`src/rtl/pipe_ctrl.sv`:
```
// Pipeline hazard controller: jump flush, execute hold and fetch-busy bubbles,
// with hold-timeout detection and saturating stall/jump statistics.
module pipe_ctrl #(
    parameter int unsigned FLUSH_CYCLES = 1,
    parameter int unsigned HOLD_MAX     = 255
) (
    input  logic        clk,
    input  logic        rst_n,
    input  logic        jump_en_i,
    input  logic [31:0] jump_addr_i,
    input  logic        ex_hold_i,
    input  logic        bus_busy_i,
    output logic        jump_en_o,
    output logic [31:0] jump_addr_o,
    output logic        flush_o,
    output logic        stall_pc_o,
    output logic        stall_if_id_o,
    output logic        stall_id_ex_o,
    output logic        bubble_if_id_o,
    output logic        hold_timeout_o,
    output logic [31:0] stall_cycles_o,
    output logic [31:0] jump_count_o,
    output logic [1:0]  state_o
);

    typedef enum logic [1:0] {
        RUN   = 2'd0,
        FLUSH = 2'd1,
        HOLD  = 2'd2
    } state_t;

    localparam logic [2:0]  FLUSH_INIT = 3'(FLUSH_CYCLES);
    localparam logic [15:0] HOLD_LAST  = 16'(HOLD_MAX - 1);

    state_t      r_state;
    state_t      w_next_state;
    logic [2:0]  r_flush_cnt;
    logic [2:0]  w_flush_cnt_next;
    logic [15:0] r_hold_cnt;
    logic [15:0] w_hold_base;
    logic        r_hold_timeout;
    logic [31:0] r_stall_cycles;
    logic [31:0] r_jump_count;
    logic        w_accept;
    logic        w_hold_stall;

    always_comb begin
        w_next_state     = r_state;
        w_flush_cnt_next = r_flush_cnt;
        w_accept         = 1'b0;
        w_hold_stall     = 1'b0;
        jump_en_o        = 1'b0;
        jump_addr_o      = '0;
        flush_o          = 1'b0;
        stall_pc_o       = 1'b0;
        stall_if_id_o    = 1'b0;
        stall_id_ex_o    = 1'b0;
        bubble_if_id_o   = 1'b0;
        if (rst_n) begin
            if (jump_en_i && (r_state != FLUSH)) begin
                w_accept         = 1'b1;
                jump_en_o        = 1'b1;
                jump_addr_o      = jump_addr_i;
                flush_o          = 1'b1;
                w_next_state     = FLUSH;
                w_flush_cnt_next = FLUSH_INIT;
            end else if (r_state == FLUSH) begin
                flush_o          = 1'b1;
                w_flush_cnt_next = r_flush_cnt - 3'd1;
                if (r_flush_cnt <= 3'd1) begin
                    w_next_state = RUN;
                end
            end else if (ex_hold_i) begin
                w_hold_stall  = 1'b1;
                stall_pc_o    = 1'b1;
                stall_if_id_o = 1'b1;
                stall_id_ex_o = 1'b1;
                w_next_state  = HOLD;
            end else begin
                w_next_state = RUN;
                if (bus_busy_i) begin
                    stall_pc_o     = 1'b1;
                    bubble_if_id_o = 1'b1;
                end
            end
        end
    end

    // The RUN->HOLD entry cycle counts as hold cycle one, so the count
    // restarts from zero whenever the previous cycle was not a hold.
    assign w_hold_base = (r_state == HOLD) ? r_hold_cnt : '0;

    always_ff @(posedge clk) begin
        if (!rst_n) begin
            r_state        <= RUN;
            r_flush_cnt    <= '0;
            r_hold_cnt     <= '0;
            r_hold_timeout <= 1'b0;
            r_stall_cycles <= '0;
            r_jump_count   <= '0;
        end else begin
            r_state     <= w_next_state;
            r_flush_cnt <= w_flush_cnt_next;
            if (w_hold_stall) begin
                if (w_hold_base != '1) begin
                    r_hold_cnt <= w_hold_base + 16'd1;
                end else begin
                    r_hold_cnt <= w_hold_base;
                end
                if (w_hold_base == HOLD_LAST) begin
                    r_hold_timeout <= 1'b1;
                end
            end
            if (stall_pc_o && (r_stall_cycles != '1)) begin
                r_stall_cycles <= r_stall_cycles + 32'd1;
            end
            if (w_accept && (r_jump_count != '1)) begin
                r_jump_count <= r_jump_count + 32'd1;
            end
        end
    end

    assign hold_timeout_o = r_hold_timeout;
    assign stall_cycles_o = r_stall_cycles;
    assign jump_count_o   = r_jump_count;
    assign state_o        = r_state;

endmodule

```
`config.mk`:
```
export PLATFORM = sky130hd
export DESIGN_NAME = pipe_ctrl
export DESIGN_NICKNAME = d
export VERILOG_FILES = /design/src/rtl/pipe_ctrl.sv
export SDC_FILE = /design/constraint.sdc
export NUM_CORES = 1
export LEC_CHECK = 0
export ABC_AREA = 1
export CORE_UTILIZATION = 45
export CTS_CLUSTER_SIZE = 8
export DETAILED_ROUTE_END_ITERATION = 6
export PLACE_DENSITY = 0.75
export SLEW_MARGIN = 5
export SYNTH_ARGS = -nofsm -noshare
export SYNTH_HDL_FRONTEND = slang
export SYNTH_SLANG_ARGS = --single-unit
```
`constraint.sdc`:
```
create_clock -name clk -period 1.71 [get_ports clk]
set_input_delay 0.171 -clock clk [delete_from_list [all_inputs] [get_ports clk]]
set_output_delay 0.171 -clock clk [all_outputs]
set_load 0.01 [all_outputs]
```
==> reports/qor.yml <==
run_status:
  status: "finished, violations left"
  violations: "DRC, setup timing"
synthesis:
  synth_ff_type: "dfxtp_1"
  syn_inst: 947
  synth.avg_cell_area_um2: 5.99
  yosys_register_bits: 86
  synth_fp_nets: 988
  synth-async-reset-ratio: 0
  synth_cell_types: 34
  synth-edff-count: 0
  ys_seq_area_frac: 0.304
  syn_area_um2: 5670
  yosysWarnings: 0
min_path:
  holdPathStages: 2
  hp-class: "register to register"
sta:
  skew_ns: 0.00586
  fin_ws_ns: -0.00896
  slew_headroom: 0.490
  worst_pin_slew_ns: 0.765
  post-route-min-period_ns: 1.72
  setup_viol: 4
  rsz0062_at_grt: "true"
  fmax_mhz: 582
  post-route-period-util: 1.01
  slew_viol_final: 0
  hold_viol_final: 0
worst_setup_path:
  path_max_fanout: 7
  arrival_ns: 1.93
  r2r_cells: 10
  path_class: "register to register"
  cp_common_cell: "buf_6"
  cp-end-kind: "register"
  required_ns: 1.92
  r2r_setup_slack_ns: -0.009
  path_cells: "buf_6, inv_8, nand4_1, nor2_4, buf_6, nand4_4, nand3_2, nand2_2, nand2_1, nor2_1"
  start_kind: "register"
  cpPeakStageDelay_ns: 0.34
  crit_slowest_cell: "dfxtp_2"
pwr:
  pwr-share-clk: 0.412
  switchingPower_mw: 1.23
  comb_power_share: 0.144
  p_int_mw: 3.37
  power.leakage_nw: 3.50
  switching_share: 0.267
  vdd_drop_max_v: 0.000519
  finalPower_mw: 4.60
  power_density_nw_per_um2: 528
  sequentialPowerShare: 0.443
grt:
  antenna_found_initial: 0
  grtUsageTotal: 0.288
  grt_pass1_wl_um: 29800
  grt_max_degree: 66
  grt_pass1_vias: 6434
  overflow: 0
floorplan:
  dieWidth_um: 114
  io_pins: 142
  dieArea_um2: 13000
  rows: 40
  coreArea_um2: 12200
  start_util: 0.466
  die_h_um: 114
place:
  io_buffer_count: 141
  hpwl_um: 13100
  place.gp.congestion: 0.921
  pre_cts_ws_ns: -0.342
detailed_routing:
  drt-vias-per-instance: 5.06
  vias: 6920
  first_iter_violations: 555
  routedWlPerCell_um: 14.2
  drc: 2
  first_pass_iters: 7
  drt-total-wl_um: 19400
  ant_nets: 0
run:
  maxCapViolations: 0
cells_and_area:
  n_antenna_cell: 0
  utilization: 0.717
  nets: 1235
  area_growth_pct: 53.9
  drive_gt1_frac: 0.238
clocking:
  clk_path_buf_depth: 2
  cts_made_buffers: 9
  path_clk_slew_ns: 0.06
  htreeDepth: 3
  clock_sinks: 86
  insertion_delay_ns: 0.35
  holdBufCountCts: 0
  tritoncts: "done"
  cts_root_buffer: "clkbuf_16"
## worst max-delay path, delay by kind of cell (launching register included)
| family | cells | cell delay [ns] |
|---|---|---|
| AND/OR/NAND/NOR | 7 | 0.92 |
| flip-flops | 1 | 0.34 |
| buffers and inverters | 3 | 0.33 |
## logic make-up after synthesis
group           synth area share
fa+ha+maj                0.00883
flops                      0.304
compound gates            0.0759
xor+xnor                  0.0556
buf+inv                    0.102
simple gates               0.454
## path summary, 6_finish.rpt
path	start	endpoint
worst max-delay path	state_o[0]	r_hold_cnt[11]
worst min-delay path	hold_timeout_o	hold_timeout_o
worst max register to register	state_o[0]	r_hold_cnt[11]
worst min register to register	hold_timeout_o	hold_timeout_o
## timing repair
item	4_1_cts	5_1_grt
gates resized for setup	152	115
pin swaps	4	19
setup buffers	7	13
cloned	2	4
hold endpoints to repair	0	0
endpoints found under the setup margin	89	111
## state kept, by name, indices dropped and copies added, names as in the netlist
name,count
hold_timeout_o,1
state_o,2
r_hold_cnt,16
jump_count_o,32
r_flush_cnt,3
stall_cycles_o,32
## cell usage after synthesis, drive strengths merged (11+ instances only)
cell	instances	area share
nor3	20	0.019
a21oi	65	0.057
dfxtp	86	0.30
inv	106	0.071
nand2	326	0.22
clkbuf	11	0.0073
nand4	19	0.024
xnor2	12	0.019
nor2	179	0.13
buf	18	0.024
xor2	24	0.037
o21ai	16	0.014
nand3	44	0.041
## power groups by stage
stage | logic (mW) | clock network, mW | registers [mW]
2_1_floorplan | 0.242 | 0 | 2.09
4_1_cts | 0.550 | 1.92 | 2.04
6_report | 0.665 | 1.90 | 2.04
3_5_place_dp | 0.552 | 0 | 2.08
5_1_grt | 0.714 | 2.02 | 2.04
3_3_place_gp | 0.550 | 0 | 2.08
## layout by cell type (no fill, tap or decap), drive strengths merged, types with 2 or more instances in the layout
cell,instances
a21oi,65
buf,153
clkbuf,13
clkdlybuf4s50,103
clkinv,2
clkinvlp,4
dfxtp,86
dlygate4sd2,3
ha,4
inv,106
nand2,327
nand3,44
nand3b,10
nand4,20
nor2,179
nor3,20
nor4,2
o21ai,16
xnor2,12
xor2,24
## layout make-up
type | instances | area, µm²
Clock buffer | 10 | 239
Clock inverter | 6 | 47.5
Tap cell | 168 | 210
Inverter | 106 | 413
Multi-Input combinational cell | 728 | 3720
Timing Repair Buffer | 263 | 2350
Sequential cell | 86 | 1750
Fill cell | 1037 | 3440
## stage by stage
step           hold slack (ns)  setup TNS, ns  area (µm²)  std cells
2_1_floorplan            0.390              0        5670        947
3_3_place_gp             0.447         -12.42        7890       1326
3_5_place_dp             0.448         -13.79        7890       1326
4_1_cts                  0.461       -0.00366        8160       1351
5_1_grt                  0.482          -1.44        8720       1367
6_report                 0.459        -0.0265        8720       1367
## routing by layer
layer | share of wire | track usage | wire length [µm]
met1 | 0.41 | 0.349 | 7990
met2 | 0.49 | 0.497 | 9480
met3 | 0.069 | 0.0736 | 1330
met4 | 0.030 | 0.0909 | 591
met5 | 0 | 0 | 0
No activity file was read; power rests on OpenSTA's default activity.
